[src/rtl/fifo_ctrl_pkg.sv]
// Shared FIFO helpers: pointer width (address bits plus one wrap bit) and a
// default pointer type, kept here so a later async FIFO can reuse them.
package fifo_ctrl_pkg;

    localparam int unsigned DEFAULT_DEPTH = 8;

    function automatic int unsigned ptr_width(input int unsigned depth);
        return $clog2(depth) + 1;
    endfunction

    typedef logic [ptr_width(DEFAULT_DEPTH)-1:0] ptr_t;

endpackage

[src/rtl/dp_ram_if.sv]
// Dual-port RAM bus; "sys" is the controller side, "ram" the storage side.
interface dp_ram_if #(
    parameter int unsigned DATA_WIDTH = 8,
    parameter int unsigned RAM_DEPTH  = 8
);
    localparam int unsigned ADDR_W = $clog2(RAM_DEPTH);

    logic                  wr_en;
    logic [ADDR_W-1:0]     wr_addr;
    logic [DATA_WIDTH-1:0] data_in;
    logic                  rd_en;
    logic [ADDR_W-1:0]     rd_addr;
    logic [DATA_WIDTH-1:0] data_out;

    modport sys (output wr_en, wr_addr, data_in, rd_en, rd_addr, input data_out);
    modport ram (input wr_en, wr_addr, data_in, rd_en, rd_addr, output data_out);
endinterface

[src/rtl/fifo_if.sv]
// Producer/consumer side of the FIFO; the "fifo" modport is the controller view.
interface fifo_if #(
    parameter int unsigned DATA_WIDTH = 8
);
    logic                  wr_en;
    logic [DATA_WIDTH-1:0] data_in;
    logic                  full;
    logic                  rd_en;
    logic [DATA_WIDTH-1:0] data_out;
    logic                  empty;

    modport fifo (input wr_en, data_in, rd_en, output full, empty, data_out);
    modport user (output wr_en, data_in, rd_en, input full, empty, data_out);
endinterface

[src/rtl/fifo_ptr.sv]
// Wrap-bit pointer register; wraps naturally modulo 2**PTR_W.
module fifo_ptr #(
    parameter int unsigned PTR_W = 4
) (
    input  logic             clk,
    input  logic             n_rst,
    input  logic             inc,
    output logic [PTR_W-1:0] ptr
);

    logic [PTR_W-1:0] ptr_d;
    logic [PTR_W-1:0] ptr_q;

    always_comb begin
        ptr_d = ptr_q;
        if (inc) begin
            ptr_d = ptr_q + PTR_W'(1);
        end
    end

    always_ff @(posedge clk or negedge n_rst) begin
        if (!n_rst) begin
            ptr_q <= '0;
        end else begin
            ptr_q <= ptr_d;
        end
    end

    assign ptr = ptr_q;

endmodule

[src/rtl/fifo_ctrl.sv]
// Synchronous FIFO controller: owns pointers and flags, storage lives in an
// external dual-port RAM driven through the dp_ram_if "sys" modport.
module fifo_ctrl
    import fifo_ctrl_pkg::*;
#(
    parameter int unsigned DATA_WIDTH = 8,
    parameter int unsigned FIFO_DEPTH = 8
) (
    input  logic                               clk,
    input  logic                               n_rst,
    fifo_if.fifo                               fifo,
    dp_ram_if.sys                              ram,
    output logic [ptr_width(FIFO_DEPTH)-1:0]   count
);

    localparam int unsigned PTR_W  = ptr_width(FIFO_DEPTH);
    localparam int unsigned ADDR_W = PTR_W - 1;

    logic [PTR_W-1:0]      wr_ptr;
    logic [PTR_W-1:0]      rd_ptr;
    logic                  wr_accept_c;
    logic                  rd_accept_c;
    logic                  full_c;
    logic                  empty_c;
    logic [DATA_WIDTH-1:0] wr_data_c;

    fifo_ptr #(.PTR_W(PTR_W)) u_wr_ptr (
        .clk   (clk),
        .n_rst (n_rst),
        .inc   (wr_accept_c),
        .ptr   (wr_ptr)
    );

    fifo_ptr #(.PTR_W(PTR_W)) u_rd_ptr (
        .clk   (clk),
        .n_rst (n_rst),
        .inc   (rd_accept_c),
        .ptr   (rd_ptr)
    );

    // Flags come straight off the registered pointers: the wrap bit tells
    // a full ring apart from an empty one when the addresses coincide.
    always_comb begin
        empty_c     = (wr_ptr == rd_ptr);
        full_c      = (wr_ptr[PTR_W-1] != rd_ptr[PTR_W-1]) &&
                      (wr_ptr[ADDR_W-1:0] == rd_ptr[ADDR_W-1:0]);
        wr_accept_c = fifo.wr_en && !full_c;
        rd_accept_c = fifo.rd_en && !empty_c;
        wr_data_c   = fifo.data_in;
    end

    assign count         = wr_ptr - rd_ptr;
    assign fifo.full     = full_c;
    assign fifo.empty    = empty_c;
    assign fifo.data_out = ram.data_out;

    assign ram.wr_en   = wr_accept_c;
    assign ram.wr_addr = wr_ptr[ADDR_W-1:0];
    assign ram.data_in = wr_data_c;
    assign ram.rd_en   = rd_accept_c;
    assign ram.rd_addr = rd_ptr[ADDR_W-1:0];

endmodule

[src/flat_wrapper.sv]
// flat-port wrapper written by rule: the top's interface ports become plain ports
module fifo_ctrl_flat import fifo_ctrl_pkg::*;
#(
    parameter int unsigned DATA_WIDTH = 8,
    parameter int unsigned FIFO_DEPTH = 8
)
  (clk, n_rst, count, fifo_wr_en, fifo_data_in, fifo_rd_en, fifo_full, fifo_empty, fifo_data_out, ram_wr_en, ram_wr_addr, ram_data_in, ram_rd_en, ram_rd_addr, ram_data_out);
  fifo_if #(.DATA_WIDTH(DATA_WIDTH)) fifo_i ();
  dp_ram_if #(.DATA_WIDTH(DATA_WIDTH), .RAM_DEPTH((8))) ram_i ();
  input  logic clk;
  input  logic n_rst;
  output logic [ptr_width(FIFO_DEPTH)-1:0] count;
  input wire logic [$bits(fifo_i.wr_en)-1:0] fifo_wr_en;
  input wire logic [$bits(fifo_i.data_in)-1:0] fifo_data_in;
  input wire logic [$bits(fifo_i.rd_en)-1:0] fifo_rd_en;
  output wire logic [$bits(fifo_i.full)-1:0] fifo_full;
  output wire logic [$bits(fifo_i.empty)-1:0] fifo_empty;
  output wire logic [$bits(fifo_i.data_out)-1:0] fifo_data_out;
  output wire logic [$bits(ram_i.wr_en)-1:0] ram_wr_en;
  output wire logic [$bits(ram_i.wr_addr)-1:0] ram_wr_addr;
  output wire logic [$bits(ram_i.data_in)-1:0] ram_data_in;
  output wire logic [$bits(ram_i.rd_en)-1:0] ram_rd_en;
  output wire logic [$bits(ram_i.rd_addr)-1:0] ram_rd_addr;
  input wire logic [$bits(ram_i.data_out)-1:0] ram_data_out;
  assign fifo_i.wr_en = fifo_wr_en;
  assign fifo_i.data_in = fifo_data_in;
  assign fifo_i.rd_en = fifo_rd_en;
  assign fifo_full = fifo_i.full;
  assign fifo_empty = fifo_i.empty;
  assign fifo_data_out = fifo_i.data_out;
  assign ram_wr_en = ram_i.wr_en;
  assign ram_wr_addr = ram_i.wr_addr;
  assign ram_data_in = ram_i.data_in;
  assign ram_rd_en = ram_i.rd_en;
  assign ram_rd_addr = ram_i.rd_addr;
  assign ram_i.data_out = ram_data_out;
  fifo_ctrl #(.DATA_WIDTH(DATA_WIDTH), .FIFO_DEPTH(FIFO_DEPTH)) u_core (.clk(clk), .n_rst(n_rst), .fifo(fifo_i), .ram(ram_i), .count(count));
endmodule
[config.mk]
export PLATFORM = sky130hd
export DESIGN_NAME = fifo_ctrl_flat
export DESIGN_NICKNAME = d
export VERILOG_FILES = /design/src/rtl/fifo_ctrl_pkg.sv /design/src/rtl/dp_ram_if.sv /design/src/rtl/fifo_if.sv /design/src/rtl/fifo_ptr.sv /design/src/rtl/fifo_ctrl.sv /design/src/flat_wrapper.sv
export SDC_FILE = /design/constraint.sdc
export NUM_CORES = 1
export LEC_CHECK = 0
export CAP_MARGIN = 15
export CORE_MARGIN = 2
export CORE_UTILIZATION = 35
export CTS_CLUSTER_DIAMETER = 60
export CTS_CLUSTER_SIZE = 12
export DETAILED_ROUTE_END_ITERATION = 7
export PLACE_DENSITY = 0.92
export SLEW_MARGIN = 20
export SYNTH_ARGS = -nofsm -noshare
export SYNTH_HDL_FRONTEND = slang
export SYNTH_SLANG_ARGS = --single-unit
[constraint.sdc]
create_clock -name clk -period 3.4 [get_ports clk]
set_input_delay 0.51 -clock clk [delete_from_list [all_inputs] [get_ports clk]]
set_output_delay 0.51 -clock clk [all_outputs]
set_load 0.01 [all_outputs]
==> results of run 1 <==
[state kept, by name (all words and copies together), names as in the netlist]
name and flops:
u_core.u_wr_ptr.ptr 4, u_core.u_rd_ptr.ptr 4
[power groups by stage]
stage               Clock [uW]  Sequential [uW]  Combinational [uW]
detailed placement           0              221                 656
global route              79.7              229                 731
finish                    73.7              218                 653
CTS                       74.3              219                 663
floorplan                    0              202                 422
global placement             0              216                 646
[synthesized netlist by cell type]
| cell | number |
|---|---|
| o21a_2 | 1 |
| o21a_4 | 1 |
| buf_4 | 22 |
| ha_1 | 5 |
| a21o_1 | 1 |
| xor2_1 | 2 |
| nor2_1 | 2 |
| a21oi_1 | 1 |
| nand4_1 | 1 |
| xnor2_1 | 8 |
| fa_1 | 1 |
| inv_1 | 7 |
| nand3_1 | 1 |
| o21ai_0 | 2 |
| nand4_2 | 1 |
| nand2_1 | 4 |
| dfrtp_1 | 8 |
[final timing paths]
kind / start / end / slack [ps] / cells after the start
worst max register to register: u_core.u_rd_ptr.ptr[1]$_DFFE_PN0P_ / u_core.u_rd_ptr.ptr[3]$_DFFE_PN0P_ / 1750 / 6
min in group clk: u_core.u_wr_ptr.ptr[3]$_DFFE_PN0P_ / u_core.u_wr_ptr.ptr[3]$_DFFE_PN0P_ / 530 / 1
worst min register to register: u_core.u_wr_ptr.ptr[3]$_DFFE_PN0P_ / u_core.u_wr_ptr.ptr[3]$_DFFE_PN0P_ / 530 / 1
worst min-delay path: n_rst / u_core.u_wr_ptr.ptr[3]$_DFFE_PN0P_ / 520 / 1
worst max-delay path: u_core.u_rd_ptr.ptr[1]$_DFFE_PN0P_ / count[3] / 720 / 6
max in group asynchronous: n_rst / u_core.u_rd_ptr.ptr[3]$_DFFE_PN0P_ / 2630 / 1
[kinds of logic (layout without fill, tap and decap cells)]
| logic type | count (synthesis) | count (layout) | share of synthesized area |
|---|---|---|---|
| adder cells (fa/ha/maj) | 6 | 6 | 0.126 |
| AO/OA/AOI/OAI | 6 | 6 | 0.0707 |
| AND/OR/NAND/NOR | 9 | 9 | 0.0707 |
| buffers and inverters | 29 | 27 | 0.293 |
| flip-flops | 8 | 8 | 0.306 |
| XOR/XNOR | 10 | 10 | 0.134 |
[layout make-up]
cell class | instances | area [um^2] | share of cell area
well taps | 25 | 31.3 | 0.0439
inverters | 7 | 26.3 | 0.0368
clock buffers | 3 | 22.5 | 0.0316
flip-flops and latches | 8 | 200 | 0.281
multi-input cells | 31 | 263 | 0.368
repair buffers | 17 | 170 | 0.239
[worst register-to-register path, cell delays in order (launching register included)]
cell     delay (ps)
dfrtp_1         460
inv_1            80
ha_1            320
nand3_1         170
o21a_2          220
nand4_1         140
xnor2_1         150
[stage by stage]
| step | total power [uW] | utilization |
|---|---|---|
| 2_1_floorplan | 624 | - |
| 3_3_place_gp | 861 | 0.396 |
| 3_5_place_dp | 877 | 0.396 |
| 4_1_cts | 957 | 0.409 |
| 5_1_grt | 1040 | 0.409 |
| 6_report | 945 | 0.409 |
[layout by cell type (no fill, tap or decap), drive strengths merged]
cell            n
a21o            1
a21oi           1
clkbuf          3
clkdlybuf4s50  17
dfrtp           8
fa              1
ha              5
inv             7
nand2           4
nand3           1
nand4           2
nor2            2
o21a            2
o21ai           2
xnor2           8
xor2            2
[metal layers]
metal  global-route usage  up-vias  part of all wire
met1                0.139      172              0.42
met2                0.173       17              0.46
met4                0.139        0             0.050
met3               0.0115        6             0.073
li1                     -      190                 -
met5                    0        -                 0
==> flow_metrics.tcl, run 1 <==
set metrics [dict create \
    status "complete, no violations" \
    worst_clock_skew_ps 1.82 \
    intPower_uw 560 \
    vias_per_cell 4.23 \
    path_delay_family "buffers and inverters" \
    fin_area_um2 713 \
    syn_inst 68 \
    drcViolationCount 0 \
    ios 50 \
    worst_setup_path_end_kind "primary output" \
    max_cap_violations 0 \
    ant_nets 0 \
    synth.area.top_cells "dfrtp_1 (31%), buf_4 (25%), xnor2_1 (11%)" \
    cts_setup_buffers 0 \
    cellPowerDensity_nw_per_um2 1330 \
    fin_cells 91 \
    max_freq_mhz 373 \
    timing.final.ws_setup_ps 716 \
    synth_top_area_share 0.306 \
    hold_buffers 0 \
    antenna_found_initial 0 \
    gp_congestion 0.695 \
    syn_area_per_cell_um2 9.62 \
    syn-cell-area_um2 654 \
    diodes 0 \
    area_growth_pct 8.99 \
    yosysTopAreaCell "dfrtp_1" \
    slew_headroom 0.759 \
    ys_seq_elements 8 \
    dpl.cell_count 88 \
    peakVddDrop_v 0.000699 \
    fill_cells 181 \
    placed_area_um2 691 \
    whs_ps 523 \
    root_buffer "clkbuf_4" \
    worst_slew_pin_slew_ps 359 \
    rsz0062_at_grt "no" \
    htreeDepth 1 \
    clock_sinks 8 \
    period_needed_ps 2680 \
    first_iter_violations 4 \
    yosys_warnings 0 \
    crit_buf_inv 2 \
    setup.worst_path.class "reg -> out" \
    routed_wl_um 1070 \
    initial_core_util 0.375 \
    fin_nets 94 \
    grt_pass1_vias 370 \
    synth_cell_type_count 17 \
    cts.reportedPaths.clkPinSlew_ps 50 \
    track_usage 0.118 \
    insertion_delay_ps 260 \
    hpwlAfterDp_um 884 \
    fp.dieW_um 47.2 \
    p_comb_frac 0.691 \
    globalRouteOverflowTotal 0 \
    start_kind "flip-flop" \
    critPathMaxStageDelay_ps 550 \
    seq_area_frac_synth 0.306 \
    hold_violations 0 \
    io_buffers 17 \
    crit_required_ps 2890 \
    holdCritPathClass "in -> async" \
    cp_cell_sequence "inv_1 > ha_1 > a21o_1 > a21oi_1 > xnor2_1 > clkdlybuf4s50_1" \
    pwr-share-clk 0.078 \
    critPathMaxFanout 5 \
    first_pass_iters 2 \
    p_leak_uw 0.000316 \
    syn_nets 94 \
    critPathArrivalTime_ps 2170 \
    dp_slack_ps 980 \
    setup_viol_count_final 0 \
    tns_ps 0 \
    cts-buffers-inserted 3 \
    clk_path_buf_depth 2 \
    grt_pass1_wl_um 1680 \
    slew_violations 0 \
    sw_frac_of_total 0.407 \
    num_vias 385 \
    switching_power_uw 385 \
    power_frac_seq 0.231 \
    row_count 15 \
    grt_max_degree 9 \
    dieArea_um2 2230 \
    post_cts_resized 0 \
    cts_tree "done" \
    critPathSlowestCell "clkdlybuf4s50_1" \
    core_area_um2 1750 \
    drive_gt1_frac 0.0909 \
    die_h_um 47.2 \
    routedWlPerCell_um 11.7 \
    min_period_over_period 0.789 \
]
Power figures use the tool's default switching activity.
==> run 2, diff against run 1 <==
CORE_UTILIZATION = 33   (was 35)
PLACE_DENSITY = 0.88   (was 0.92)
clock period = 2.6 ns   (was 3.4 ns; I/O delays follow)
==> run 2 against run 1 <==
Register-to-register slack worse by 780 ps. Sequential cell count unchanged. Non-clock buffer count did not move. Clock power increased by 31%. Sequential share of layout area decreased by 0.12 points. Critical path depth shrank 1. Critical path type unchanged. Critical endpoint is now count[2]. Highest routed layer unchanged.
==> flow_metrics.tcl, run 2 (synthesis gave the netlist of run 1 again) <==
set metrics [dict create \
    routed_wl_um 1100 \
    root_buffer "clkbuf_4" \
    slew_headroom 0.762 \
    period_needed_ps 2450 \
    drcViolationCount 0 \
    max_cap_violations 0 \
    clk_path_buf_depth 2 \
    max_freq_mhz 407 \
    total_power_uw 1250 \
    hold_violations 0 \
    track_usage 0.110 \
    cts_tree "done" \
    rrSetupSlack_ps 970 \
    post_cts_resized 0 \
    ant_nets 0 \
    worst_setup_path_end_kind "primary output" \
    globalRouteOverflowTotal 0 \
    cts.reportedPaths.clkPinSlew_ps 60 \
    grt_pass1_vias 415 \
    cts_setup_buffers 0 \
    gp_congestion 0.752 \
    insertion_delay_ps 260 \
    timing.rr.start "u_core.u_rd_ptr.ptr[2]$_DFFE_PN0P_" \
    first_iter_violations 3 \
    critPathMaxFanout 4 \
    cellPowerDensity_nw_per_um2 1730 \
    tns_ps 0 \
    hold_buffers 0 \
    layout_common_cells "clkdlybuf4s50_1 (17), xnor2_1 (8), inv_1 (7), dfrtp_1 (7), ha_1 (5)" \
    status "complete, no violations" \
    core_area_um2 1920 \
    routedWlPerCell_um 11.8 \
    fill_cells 220 \
    antenna_found_initial 0 \
    cp_cell_sequence "inv_1 > ha_1 > fa_1 > xnor2_1 > clkdlybuf4s50_1" \
    initial_core_util 0.340 \
    setup.worst_path.class "reg -> out" \
    fp.dieW_um 48.5 \
    placed_area_um2 693 \
    row_count 16 \
    vias_per_cell 4.19 \
    worstRegToRegCells 6 \
    clock_sinks 8 \
    path_delay_family "buffers and inverters" \
    fin_cells 93 \
    first_pass_iters 2 \
    htreeDepth 1 \
    ios 50 \
    worstReg2RegEnd "u_core.u_rd_ptr.ptr[3]$_DFFE_PN0P_" \
    dieArea_um2 2360 \
    slew_violations 0 \
    min_period_over_period 0.944 \
    critPathSlowestCell "clkdlybuf4s50_1" \
    area_growth_pct 10.1 \
    cts-buffers-inserted 3 \
    holdCritPathClass "in -> async" \
    die_h_um 48.5 \
    grt_pass1_wl_um 1920 \
    critPathMaxStageDelay_ps 550 \
    hpwlAfterDp_um 883 \
    final_common_cell "clkdlybuf4s50_1" \
    num_vias 390 \
    drive_gt1_frac 0.121 \
    fin_area_um2 721 \
    peakVddDrop_v 0.00116 \
    io_buffers 17 \
    crit_required_ps 2210 \
    start_kind "flip-flop" \
    rsz0062_at_grt "no" \
    diodes 0 \
    dpl.cell_count 90 \
    worst_clock_skew_ps 6.10 \
    fin_nets 94 \
    worst_slew_pin_slew_ps 356 \
    critPathArrivalTime_ps 2060 \
    p_leak_uw 0.000315 \
    grt_max_degree 9 \
    setup_viol_count_final 0 \
    crit_buf_inv 2 \
    post-route-util 0.375 \
]
-- run 2: area by class of cell --
| type | instances | area (um^2) | area share |
|---|---|---|---|
| multi-input combinational | 31 | 267 | 0.370 |
| inverter | 7 | 26.3 | 0.0365 |
| clock buffer | 3 | 22.5 | 0.0313 |
| sequential | 8 | 201 | 0.280 |
| tap | 27 | 33.8 | 0.0469 |
| timing repair buffer | 17 | 170 | 0.236 |
-- run 2: metal layers --
metal  global-route usage  part of all wire  vias to the layer above
met5                    0                 0                        -
met1                0.114              0.41                      177
met4                0.152             0.047                        0
met3               0.0278              0.10                        6
met2                0.157              0.44                       20
li1                     -                 -                      187
-- run 2: worst max-delay path by stage --
stage / startpoint / to / slack, ps / cells after the start
finish: u_core.u_wr_ptr.ptr[0]$_DFFE_PN0P_ / count[2] / 150 / 5
detailed placement: u_core.u_rd_ptr.ptr[1]$_DFFE_PN0P_ / count[3] / 330 / 6
global route: u_core.u_wr_ptr.ptr[0]$_DFFE_PN0P_ / count[2] / 0.6 / 5
CTS: u_core.u_rd_ptr.ptr[1]$_DFFE_PN0P_ / count[3] / 30 / 6
floorplan: u_core.u_wr_ptr.ptr[0]$_DFFE_PN0P_ / count[2] / 940 / 4
global placement: u_core.u_rd_ptr.ptr[1]$_DFFE_PN0P_ / count[3] / 360 / 6
-- run 2: power breakdown --
part | switching (uW) | internal, uW | leakage [uW]
Sequential | 91.5 | 193 | 0.0000938
Clock | 43.4 | 52.9 | 0.0000138
Combinational | 373 | 494 | 0.000207
Total | 508 | 740 | 0.000315
-- run 2: metrics by stage --
| stage | hold slack (ps) | setup WS [ps] |
|---|---|---|
| global route | 419 | 0.577 |
| floorplan | 94.4 | 935 |
| detailed placement | 517 | 325 |
| CTS | 408 | 33.0 |
| finish | 405 | 145 |
| global placement | 512 | 357 |
